**config.mk**
```make
export PLATFORM = sky130hd
export DESIGN_NAME = shift_deserializer_flat
export DESIGN_NICKNAME = d
export VERILOG_FILES = /design/src/rtl/shift_deserializer_if.sv /design/src/rtl/shift_deserializer.sv /design/src/flat_wrapper.sv
export SDC_FILE = /design/constraint.sdc
export NUM_CORES = 1
export LEC_CHECK = 0
export CORE_MARGIN = 5
export CORE_UTILIZATION = 55
export CTS_CLUSTER_SIZE = 16
export DETAILED_ROUTE_END_ITERATION = 8
export PLACE_DENSITY = 0.88
export SLEW_MARGIN = 25
export SYNTH_ARGS = -nofsm -noshare
export SYNTH_HDL_FRONTEND = slang
export SYNTH_SLANG_ARGS = --single-unit
export TNS_END_PERCENT = 1
```
**constraint.sdc**
```tcl
create_clock -name clk -period 3 [get_ports clk]
set_clock_uncertainty 0.05 [all_clocks]
set_input_delay 0.45 -clock clk [delete_from_list [all_inputs] [get_ports clk]]
set_output_delay 0.45 -clock clk [all_outputs]
set_load 0.02 [all_outputs]
```
**src/rtl/shift_deserializer_if.sv**
```systemverilog
// rtl/shift_deserializer_if.sv - bundles the serial input, framing controls and parallel output handshake
//
// Signals:
//   start      frame start pulse (arms or re-arms capture)
//   dir        bit order, sampled with start: 0 = MSB-first, 1 = LSB-first
//   sin        serial data bit
//   sin_valid  sin carries a valid bit this cycle
//   pdata_out  assembled parallel word
//   pvalid     pdata_out holds an unconsumed word
//   pready     consumer accepts pdata_out when pvalid=1
//   busy       frame capture in progress
//   overrun    sticky flag: a completed word was dropped
// Modports: master = link driver / consumer side, slave = deserializer side.
interface shift_deserializer_if #(
   parameter int WIDTH = 8
);
   logic             start;
   logic             dir;
   logic             sin;
   logic             sin_valid;
   logic [WIDTH-1:0] pdata_out;
   logic             pvalid;
   logic             pready;
   logic             busy;
   logic             overrun;

   modport master (
      output start, dir, sin, sin_valid, pready,
      input  pdata_out, pvalid, busy, overrun
   );

   modport slave (
      input  start, dir, sin, sin_valid, pready,
      output pdata_out, pvalid, busy, overrun
   );
endinterface

```
**src/rtl/shift_deserializer.sv**
```systemverilog
// rtl/shift_deserializer.sv - collects a framed serial bit stream into a WIDTH-bit word with valid/ready output
//
// Ports:
//   clk    system clock, all state updates on the rising edge
//   rst_n  synchronous active-low reset
//   bus    shift_deserializer_if.slave: start/dir/sin/sin_valid in,
//          pdata_out/pvalid out with pready in, busy and sticky overrun out
module shift_deserializer #(
   parameter int WIDTH = 8
) (
   input logic                  clk,
   input logic                  rst_n,
   shift_deserializer_if.slave  bus
);

   localparam int CW = (WIDTH > 1) ? $clog2(WIDTH) : 1;
   localparam logic [CW-1:0] LAST_CNT = CW'(WIDTH - 1);

   typedef enum logic {
      IDLE  = 1'b0,
      SHIFT = 1'b1
   } state_t;

   state_t           state_q;
   logic             dir_q;
   logic [WIDTH-1:0] sreg_q;
   logic [CW-1:0]    count_q;
   logic [WIDTH-1:0] pdata_q;
   logic             pvalid_q;
   logic             busy_q;
   logic             overrun_q;

   logic [WIDTH-1:0] sreg_d;
   logic             last_bit;
   logic             consume;
   logic             can_load;

   // Shifted value including the current bit; used both for the running
   // register and for the word handed to the output on the final bit.
   always_comb begin
      sreg_d = sreg_q;
      if (dir_q) begin
         sreg_d = {bus.sin, sreg_q[WIDTH-1:1]};
      end else begin
         sreg_d = {sreg_q[WIDTH-2:0], bus.sin};
      end
   end

   assign last_bit = (count_q == LAST_CNT);
   assign consume  = pvalid_q & bus.pready;
   // The output register can take a new word if empty or being emptied now.
   assign can_load = ~pvalid_q | bus.pready;

   always_ff @(posedge clk) begin
      if (!rst_n) begin
         state_q   <= IDLE;
         dir_q     <= 1'b0;
         sreg_q    <= '0;
         count_q   <= '0;
         pdata_q   <= '0;
         pvalid_q  <= 1'b0;
         busy_q    <= 1'b0;
         overrun_q <= 1'b0;
      end else begin
         // A completion below may re-assert pvalid in the same cycle.
         if (consume) begin
            pvalid_q <= 1'b0;
         end

         case (state_q)
            IDLE: begin
               if (bus.start) begin
                  state_q <= SHIFT;
                  busy_q  <= 1'b1;
                  dir_q   <= bus.dir;
                  sreg_q  <= '0;
                  count_q <= '0;
               end
            end

            SHIFT: begin
               if (bus.start) begin
                  // Abort and re-arm; the bit presented this cycle is dropped.
                  dir_q   <= bus.dir;
                  sreg_q  <= '0;
                  count_q <= '0;
               end else if (bus.sin_valid) begin
                  sreg_q <= sreg_d;
                  if (last_bit) begin
                     state_q <= IDLE;
                     busy_q  <= 1'b0;
                     count_q <= '0;
                     if (can_load) begin
                        pdata_q  <= sreg_d;
                        pvalid_q <= 1'b1;
                     end else begin
                        overrun_q <= 1'b1;
                     end
                  end else begin
                     count_q <= count_q + CW'(1);
                  end
               end
            end

            default: begin
               state_q <= IDLE;
               busy_q  <= 1'b0;
            end
         endcase
      end
   end

   assign bus.pdata_out = pdata_q;
   assign bus.pvalid    = pvalid_q;
   assign bus.busy      = busy_q;
   assign bus.overrun   = overrun_q;

endmodule

```
**src/flat_wrapper.sv**
```systemverilog
// flat-port wrapper written by rule: the top's interface ports become plain ports
module shift_deserializer_flat 
#(
   parameter int WIDTH = 8
)
  (clk, rst_n, bus_start, bus_dir, bus_sin, bus_sin_valid, bus_pready, bus_pdata_out, bus_pvalid, bus_busy, bus_overrun);
  shift_deserializer_if #(.WIDTH(WIDTH)) bus_i ();
  input logic clk;
  input logic rst_n;
  input wire logic [$bits(bus_i.start)-1:0] bus_start;
  input wire logic [$bits(bus_i.dir)-1:0] bus_dir;
  input wire logic [$bits(bus_i.sin)-1:0] bus_sin;
  input wire logic [$bits(bus_i.sin_valid)-1:0] bus_sin_valid;
  input wire logic [$bits(bus_i.pready)-1:0] bus_pready;
  output wire logic [$bits(bus_i.pdata_out)-1:0] bus_pdata_out;
  output wire logic [$bits(bus_i.pvalid)-1:0] bus_pvalid;
  output wire logic [$bits(bus_i.busy)-1:0] bus_busy;
  output wire logic [$bits(bus_i.overrun)-1:0] bus_overrun;
  assign bus_i.start = bus_start;
  assign bus_i.dir = bus_dir;
  assign bus_i.sin = bus_sin;
  assign bus_i.sin_valid = bus_sin_valid;
  assign bus_i.pready = bus_pready;
  assign bus_pdata_out = bus_i.pdata_out;
  assign bus_pvalid = bus_i.pvalid;
  assign bus_busy = bus_i.busy;
  assign bus_overrun = bus_i.overrun;
  shift_deserializer #(.WIDTH(WIDTH)) u_core (.clk(clk), .rst_n(rst_n), .bus(bus_i));
endmodule
```
# == Word level (Yosys, flattened, before mapping) ==
# Index checks and enable logic that the tools add are counted.
# op_classes
add_sub_neg,1
n_eq_ne,6
muxes,27
bitwise,6
reduce_logical,4
# op_table
op,n
$mux W8,4
$pmux W8 S2,1
$mux W1,15
$mux W3,4
$reduce_and A5 Y1,2
$ne A2 B2 Y1 const B,4
$pmux W3 S2,1
$not A1 Y1,4
$pmux W1 S2,2
$reduce_and A4 Y1,1
$add A3 B1 Y3 const B,1
$eq A3 B3 Y1 const B,1
$ne A3 B3 Y1 const B,1
$reduce_and A2 Y1,1
$and A1 B1 Y1,1
$or A1 B1 Y1,1
# word_totals
regBits,24
in_bits,7
wordCells,52

# == Depth between registers and ports, before layout ==
# Gate-level depths: netlist of the first run.
# depth
ltp_word,7
depth_mapped,5

# == Worst setup path before layout of the first run ==
# OpenSTA, ideal clock, no wires.
# synth_timing
kind,reg2reg
start,register u_core.count_q[0]
end,"register u_core.pdata_q[3], in the netlist u_core.bus.pdata_out[3]"
setup_ns,0.121
arrival_ns,1.214
path_slack_ns,1.616
stages_incl_launch_ff,5
path_buffers,0
path_cell_list,dfxtp_1 ha_1 ha_1 nand4b_4 mux2_2
# synth_via
elab_chain_len,2
# synth_lines
element,line,source
"start, declared",shift_deserializer.sv:27,logic [CW-1:0] count_q;
"start signal, assigned",shift_deserializer.sv:100,count_q <= count_q + CW'(1);
$eq A3 B3 Y1,shift_deserializer.sv:49,assign last_bit = (count_q == LAST_CNT);
$reduce_and A5 Y1 (no line),--,
"end signal, assigned",shift_deserializer.sv:94,pdata_q <= sreg_d;
"end, declared",shift_deserializer.sv:28,logic [WIDTH-1:0] pdata_q;
# Every way passes these cells.
# A chain may end at the register's enable or synchronous reset.

# == Worst setup path in the final report of the first run ==
# layout_timing
start,"register u_core.pdata_q[2], in the netlist u_core.bus.pdata_out[2]"
end,output bus_pdata_out[2]
# layout_lines
element,line,source
"end, declared",flat_wrapper.sv:15,output wire logic [$bits(bus_i.pdata_out)-1:0] bus_pdata_out;
# No word-level cell between the ends.

==> results of run 1 <==
==> synth_stat cells (all sizes together) <==
| master | n |
|---|---|
| mux2i | 13 |
| xnor2 | 1 |
| nand4b | 3 |
| a21boi | 1 |
| buf | 3 |
| and2 | 6 |
| nand2b | 3 |
| inv | 1 |
| o21a | 1 |
| a21oi | 3 |
| nand2 | 8 |
| mux2 | 8 |
| ha | 3 |
| clkbuf | 3 |
| a211oi | 5 |
| nor2b | 7 |
| nor2 | 12 |
| dfxtp | 24 |
| nand3b | 1 |
==> sequential cells by signal, indices dropped and copies added, names as in the netlist <==
signal and count:
u_core.bus.busy 1, u_core.bus.overrun 1, u_core.bus.pdata_out 8, u_core.bus.pvalid 1
u_core.count_q 3, u_core.dir_q 1, u_core.sreg_q 8, u_core.state_q 1
==> per-stage QoR <==
step / worst slack [ns] / total power, mW / std cells / util
global route: 1.13 / 0.633 / 150 / 0.684
floorplan: 1.62 / 0.367 / 106 / -
finish: 1.19 / 0.605 / 150 / 0.684
detailed placement: 0.940 / 0.383 / 146 / 0.656
CTS: 1.19 / 0.610 / 150 / 0.684
global placement: 0.968 / 0.382 / 146 / 0.656
==> cell families after synthesis <==
family,after synthesis,synth area share
adders and majority gates,3,0.0348
AOI/OAI and AO/OA,10,0.0627
muxes,21,0.204
xor gates and xnor gates,1,0.00813
DFF,24,0.446
and+or+nand+nor,40,0.208
buffers and inverters,7,0.0360
==> worst register-to-register path, cell delays in order, from the launching register on <==
cell	delay, ns
dfxtp_1	0.41
and2_1	0.15
buf_4	0.24
nand4b_4	0.22
mux2_2	0.32
==> area by class of cell <==
class                      count  area share
inverter                       1     0.00286
sequential                    24       0.366
tap                           27      0.0257
multi-input combinational     75       0.425
timing repair buffer          19       0.141
clock inverter                 1      0.0229
clock buffer                   3      0.0171
==> power by group <==
group / switching [mW] / total (mW) / internal (mW)
clock network: 0.0947 / 0.230 / 0.135
registers: 0.00606 / 0.330 / 0.324
logic: 0.0215 / 0.0455 / 0.0240
total: 0.122 / 0.605 / 0.483
==> worst max-delay path by stage <==
stage	start	to	slack, ns	depth (start not counted)
2_1_floorplan	u_core.count_q[0]	u_core.bus.pdata_out[3]	1.62	4
3_3_place_gp	bus_sin_valid	u_core.bus.pdata_out[5]	0.97	5
3_5_place_dp	bus_sin_valid	u_core.bus.pdata_out[4]	0.94	5
4_1_cts	u_core.bus.pdata_out[2]	bus_pdata_out[2]	1.19	1
5_1_grt	u_core.bus.pdata_out[2]	bus_pdata_out[2]	1.13	1
6_report	u_core.bus.pdata_out[2]	bus_pdata_out[2]	1.19	1
==> metal layers <==
metal | GRT usage | vias to the layer above | part of all wire
met5 | 0 | - | 0
met4 | 0.0747 | 0 | 0.0068
met3 | 0.0245 | 2 | 0.042
met2 | 0.235 | 17 | 0.46
met1 | 0.210 | 378 | 0.49
li1 | - | 398 | -
==> reports/qor.yml, run 1 <==
run_status:
  status: "finished, final reports clean"
synth:
  synthCells: 106
  yosys-top-cells-area: "dfxtp_1 (45%), mux2i_1 (12%), mux2_2 (8.4%)"
  syn_area_per_cell_sq_um: 10.2
  synth_warnings: 0
  yosysSeqAreaShare: 0.446
  yosysUniqueCellTypes: 22
  yosys.area.top_type_share: 0.446
  syn_nets: 116
  ys_ff_latch: 24
  synth_area_sq_mm: 0.00108
  synth_top_cell_by_area: "dfxtp_1"
floorplanning:
  std_cell_rows: 16
  dieArea_sq_mm: 0.00294
  initial_core_util: 0.561
  io_pins: 18
  core_area_sq_mm: 0.00192
  chipHeight_microns: 54.3
  die_x_microns: 54.3
timing:
  holdWs_ns: 0.421
  fmax_mhz: 554
  fin_crit_ns: 1.81
  worst_slew_pin_slew_ns: 0.427
  min_period_over_period: 0.602
  max_slew_margin: 0.715
  slew_violations: 0
  rsz0062_at_grt: "no"
  setup_viol: 0
  fin_tns_setup_ns: 0
  hold_viol_final: 0
global_routing:
  grt-ovfl-total: 0
  antenna_found_initial: 0
  grt_pass1_vias: 753
  grt_first_pass_wirelength_mm: 3.29
  grt_max_degree: 19
  grt_usage: 0.154
hold_path:
  holdPathStages: 2
  min_from: "u_core.bus.pdata_out[0]"
  worstHoldEndpoint: "u_core.bus.pdata_out[0]"
  hold_path.class: "flip-flop to flip-flop"
setup_path:
  r2r-end: "u_core.bus.pdata_out[5]"
  slowest_delay_ns: 0.61
  critPathBufInv: 1
  timing.rr.start: "u_core.state_q"
  slowest_stage: "clkdlybuf4s50_1"
  cp_max_fo: 2
  path_cells: "clkdlybuf4s50_1"
  crit_family: "buffers and inverters"
  critPathKind: "flip-flop to primary output"
  rr_worst_depth: 4
  crit_required_ns: 2.50
  critPathArrivalTime_ns: 1.31
  critPathCaptureType: "primary output"
  rrSetupSlack_ns: 1.51
  cp-start-kind: "flip-flop"
clock_tree:
  htreeDepth: 1
  numCtsBuffers: 3
  clk_latency_ns: 0.31
  clock_sinks: 24
  cts_resized: 0
  cts_setup_buffers: 0
  ctsLongestPathBuffers: 2
  ctsHoldBuffers: 0
  cts-root-buf: "clkbuf_4"
  cts_tree: "built"
  clk_pin_slew_ns: 0.13
layout:
  area_growth_pct: 22.0
  design_area_sq_mm: 0.00131
  fin_nets: 134
  seq_area_sq_um: 480
  multi_input_area_sq_um: 558
  diodes: 0
  final_cell_mix: "dfxtp_1 (24), clkdlybuf4s50_1 (17), mux2i_1 (13)"
  drive_gt1_frac: 0.122
  fillers: 168
  final_common_cell: "dfxtp_1"
place:
  routabilityCongestion: 0.723
  detailed_place_hpwl_mm: 1.44
  portBuffers: 17
  dpl-instance-area_sq_mm: 0.00126
route:
  vias: 795
  dr.pass1.iters: 4
  ant_nets: 0
  vias_per_cell: 5.30
  route.detailed.drc: 0
  wire_per_inst_microns: 12.7
  routed_wl_mm: 1.90
  drt-initial-drc-count: 4
pwr:
  max-vdd-ir-drop_mv: 0.263
  p_leak_nw: 0.507
  p_per_area_mw_per_mm2: 461
flow_run:
  drv_cap: 0
No activity file was read; power rests on OpenSTA's default activity.
==> run 2, diff against run 1 <==
--- a/config.mk
+++ b/config.mk
@@ -6,10 +6,10 @@
 export NUM_CORES = 1
 export LEC_CHECK = 0
 export CORE_MARGIN = 5
-export CORE_UTILIZATION = 55
+export CORE_UTILIZATION = 51
 export CTS_CLUSTER_SIZE = 16
 export DETAILED_ROUTE_END_ITERATION = 8
-export PLACE_DENSITY = 0.88
+export PLACE_DENSITY = 0.83
 export SLEW_MARGIN = 25
 export SYNTH_ARGS = -nofsm -noshare
 export SYNTH_HDL_FRONTEND = slang
==> constraint.sdc (replaced) <==
create_clock -name clk -period 1.9 [get_ports clk]
set_clock_uncertainty 0.05 [all_clocks]
set_input_delay 0.285 -clock clk [delete_from_list [all_inputs] [get_ports clk]]
set_output_delay 0.285 -clock clk [all_outputs]
set_load 0.02 [all_outputs]
==> reports/qor.yml, run 2 (same netlist as run 1, synthesis figures left out) <==
run_status:
  status: "finished, final reports clean"
pwr:
  total_power_mw: 0.859
  p_leak_nw: 0.509
  p_per_area_mw_per_mm2: 655
  switching_share: 0.221
  pwr-share-comb: 0.088
  seqPwrFrac: 0.607
  p_sw_mw: 0.190
  max-vdd-ir-drop_mv: 0.467
  p_clk_frac: 0.306
  p_int_mw: 0.669
timing:
  slew_violations: 0
  setup_viol: 0
  max_slew_margin: 0.711
  hold_viol_final: 0
  worst_slew_pin_slew_ns: 0.433
  fmax_mhz: 623
  fin_tns_setup_ns: 0
  holdWs_ns: 0.424
  min_period_over_period: 0.845
  rsz0062_at_grt: "no"
  fin_crit_ns: 1.61
clock_tree:
  cts-root-buf: "clkbuf_4"
  cts_setup_buffers: 0
  clk_latency_ns: 0.31
  numCtsBuffers: 3
  cts_tree: "built"
  ctsHoldBuffers: 0
  clock_sinks: 24
  cts_resized: 0
  ctsLongestPathBuffers: 2
  clk_pin_slew_ns: 0.12
  htreeDepth: 1
route:
  drt-initial-drc-count: 7
  ant_nets: 0
  wire_per_inst_microns: 12.0
  vias_per_cell: 4.84
  route.detailed.drc: 0
  routed_wl_mm: 1.82
  vias: 736
  dr.pass1.iters: 4
floorplanning:
  initial_core_util: 0.544
  std_cell_rows: 16
  chipHeight_microns: 56.0
  io_pins: 18
  dieArea_sq_mm: 0.00313
  core_area_sq_mm: 0.00198
  die_x_microns: 56.0
setup_path:
  cp-start-kind: "flip-flop"
  critPathArrivalTime_ns: 1.27
  slowest_stage: "clkdlybuf4s50_1"
  rrSetupSlack_ns: 0.43
  crit_family: "buffers and inverters"
  slowest_delay_ns: 0.60
  path_cells: "clkdlybuf4s50_1"
  cp_max_fo: 2
  rr_worst_depth: 4
  r2r-end: "u_core.bus.pdata_out[4]"
  timing.rr.start: "u_core.count_q[0]"
  critPathKind: "flip-flop to primary output"
  critPathBufInv: 1
  critPathCaptureType: "primary output"
  crit_required_ns: 1.56
flow_run:
  drv_cap: 0
hold_path:
  holdPathStages: 2
  hold_path.class: "flip-flop to flip-flop"
  min_from: "u_core.bus.pdata_out[0]"
  worstHoldEndpoint: "u_core.bus.pdata_out[0]"
global_routing:
  grt_usage: 0.127
  grt_max_degree: 18
  grt_pass1_vias: 707
  antenna_found_initial: 0
  grt_first_pass_wirelength_mm: 3.24
  grt-ovfl-total: 0
place:
  portBuffers: 17
  detailed_place_hpwl_mm: 1.31
  post-place-cells: 148
  routabilityCongestion: 0.697
layout:
  drive_gt1_frac: 0.136
  fillers: 160
  instances_no_fill: 152
  area_growth_pct: 21.8
  final_common_cell: "dfxtp_1"
  final_cell_mix: "dfxtp_1 (24), clkdlybuf4s50_1 (17), mux2i_1 (13)"
  diodes: 0
  fin_nets: 136
  utilization: 0.662
## run 2: worst max-delay path by stage
stage,from,end,cells after the start
2_1_floorplan,u_core.count_q[0],u_core.bus.pdata_out[3],4
3_3_place_gp,bus_sin_valid,u_core.bus.pdata_out[7],4
3_5_place_dp,bus_sin_valid,u_core.bus.pdata_out[7],4
4_1_cts,u_core.bus.pdata_out[0],bus_pdata_out[0],1
5_1_grt,u_core.bus.pvalid,bus_pvalid,1
6_report,u_core.bus.pdata_out[0],bus_pdata_out[0],1
## run 2: area by class of cell
cell class,instances,area [sq um],share of cell area
inverter,1,3.75,0.00286
timing repair buffer,21,200,0.153
sequential,24,480,0.366
clock buffer,4,36.3,0.0276
multi-input combinational,75,558,0.425
tap,27,33.8,0.0257
## run 2: power by group through the flow
stage | Sequential, mW | Combinational (mW) | Clock (mW)
6_report | 0.521 | 0.0755 | 0.263
5_1_grt | 0.523 | 0.0824 | 0.291
4_1_cts | 0.521 | 0.0757 | 0.271
3_5_place_dp | 0.532 | 0.0743 | 0
3_3_place_gp | 0.532 | 0.0732 | 0
2_1_floorplan | 0.529 | 0.0498 | 0
## run 2: per-stage QoR
step,cell area (sq um),setup slack [ns]
after floorplan,1080,0.516
after global placement,1280,0.224
after detailed placement,1280,0.199
after CTS,1310,0.279
after global routing,1310,0.231
final,1310,0.294
## run 2: per-layer routing
layer  wire [microns]  part of all wire  global-route usage  vias up
li1                 -                 -                   -      402
met1              912              0.50               0.170      319
met2              797              0.44               0.197       13
met3               95             0.052              0.0371        2
met4               16            0.0088              0.0407        0
met5                0                 0                   0        -
==> run 3, diff against run 2 <==
==> constraint.sdc (replaced) <==
create_clock -name clk -period 1.5 [get_ports clk]
set_clock_uncertainty 0.05 [all_clocks]
set_input_delay 0.225 -clock clk [delete_from_list [all_inputs] [get_ports clk]]
set_output_delay 0.225 -clock clk [all_outputs]
set_load 0.02 [all_outputs]
==> reports/qor.yml, run 3 (same netlist as run 1, synthesis figures left out) <==
layout:
  final_common_cell: "dfxtp_1"
  instances_no_fill: 159
  area_growth_pct: 28.1
  final_cell_mix: "dfxtp_1 (24), mux2i_1 (13), nor2_1 (12)"
  fin_nets: 143
  seq_area_sq_um: 480
  fillers: 149
  utilization: 0.696
  multi_input_area_sq_um: 558
  diodes: 0
  drive_gt1_frac: 0.182
timing:
  slew_violations: 0
  rsz0062_at_grt: "no"
  fin_tns_setup_ns: 0
  setup_viol: 0
  max_slew_margin: 0.820
  min_period_over_period: 0.952
  hold_viol_final: 0
  holdWs_ns: 0.418
  worst_slew_pin_slew_ns: 0.263
  fin_crit_ns: 1.43
  fmax_mhz: 700
place:
  post-place-cells: 155
  detailed_place_hpwl_mm: 1.44
  routabilityCongestion: 0.676
  portBuffers: 17
clock_tree:
  clock_sinks: 24
  numCtsBuffers: 3
  ctsLongestPathBuffers: 2
  clk_pin_slew_ns: 0.13
  htreeDepth: 1
  clk_latency_ns: 0.32
  cts_tree: "built"
  cts-root-buf: "clkbuf_4"
  ctsHoldBuffers: 0
floorplanning:
  die_x_microns: 56.0
  std_cell_rows: 16
  dieArea_sq_mm: 0.00313
  io_pins: 18
  chipHeight_microns: 56.0
  core_area_sq_mm: 0.00198
  initial_core_util: 0.544
setup_path:
  cp_max_fo: 6
  crit_path_frequent_cell: "ha_1"
  path_cells: "ha_1 > ha_1 > nand4b_4 > mux2_2"
  slowest_delay_ns: 0.35
  cp-startpoint: "u_core.count_q[0]"
  critPathCaptureType: "flip-flop"
  cp-start-kind: "flip-flop"
  crit_required_ns: 1.68
  critPathKind: "flip-flop to flip-flop"
  slowest_stage: "dfxtp_1"
  timing.rr.start: "u_core.count_q[0]"
  critPathArrivalTime_ns: 1.61
pwr:
  p_per_area_mw_per_mm2: 898
  p_leak_nw: 0.605
  total_power_mw: 1.24
  max-vdd-ir-drop_mv: 0.640
route:
  ant_nets: 0
  vias_per_cell: 5.09
  drt-initial-drc-count: 7
  routed_wl_mm: 2.00
  dr.pass1.iters: 4
  route.detailed.drc: 0
  vias: 809
  wire_per_inst_microns: 12.6
global_routing:
  grt_first_pass_wirelength_mm: 3.55
  grt-ovfl-total: 0
  grt_max_degree: 18
  grt_pass1_vias: 817
  grt_usage: 0.147
  antenna_found_initial: 0
run_status:
  status: "finished, final reports clean"
flow_run:
  drv_cap: 0
hold_path:
  hold_path.class: "flip-flop to flip-flop"
  min_from: "u_core.bus.pdata_out[0]"
==> run 3: cell count changes in the layout (fill, tap and decap cells not counted), sizes merged <==
cell           previous run  this run
clkbuf                    4         3
clkdlybuf4s50            17         6
buf                       4        11
dlygate4sd2               0        11
bufinv                    0         1
==> run 3: repair_timing <==
item	4_1_cts	5_1_grt
endpoints found under the setup margin	11	0
endpoints found under the hold margin	0	0
gates resized for setup	11	0
buffers inserted	0	0
==> run 3: power by group <==
group / leakage, nW / internal, mW / switching (mW)
clock network: 0.0279 / 0.270 / 0.200
logic: 0.382 / 0.0605 / 0.0521
registers: 0.194 / 0.648 / 0.00815
total: 0.605 / 0.979 / 0.261
==> run 3: worst paths after layout <==
| check | endpoint | slack, ns | cells after the start |
|---|---|---|---|
| min reg2reg | u_core.bus.pdata_out[0] | 0.42 | 2 |
| max reg2reg | u_core.bus.pdata_out[6] | 0.07 | 4 |
| max | u_core.bus.pdata_out[6] | 0.07 | 4 |
| min | u_core.bus.pdata_out[0] | 0.42 | 2 |
==> run 3: layout make-up <==
cell class              count  area share
multi-input cells          75       0.404
flip-flops and latches     24       0.348
repair buffers             28       0.182
clock buffers               3      0.0163
clock inverters             1      0.0218
well taps                  27      0.0245
inverters                   1     0.00272
==> run 3: routing by layer <==
| metal | vias to the layer above | routed length (microns) | global-route usage |
|---|---|---|---|
| li1 | 413 | - | - |
| met1 | 370 | 884 | 0.178 |
| met2 | 20 | 929 | 0.220 |
| met3 | 6 | 116 | 0.0464 |
| met4 | 0 | 66 | 0.0949 |
| met5 | - | 0 | 0 |
==> run 3: through the flow <==
step | setup WS, ns | instance area [sq um]
CTS | 0.0626 | 1380
global placement | -0.0426 | 1340
detailed placement | -0.0753 | 1340
floorplan | 0.116 | 1080
finish | 0.0717 | 1380
global route | 0.0115 | 1380
==> run 3: worst max-delay path, delay by kind of cell, from the launching register on <==
family | cells | cell delay (ns)
adder cells (fa/ha/maj) | 2 | 0.45
flip-flops | 1 | 0.35
multiplexers | 1 | 0.34
AND/OR/NAND/NOR | 1 | 0.14
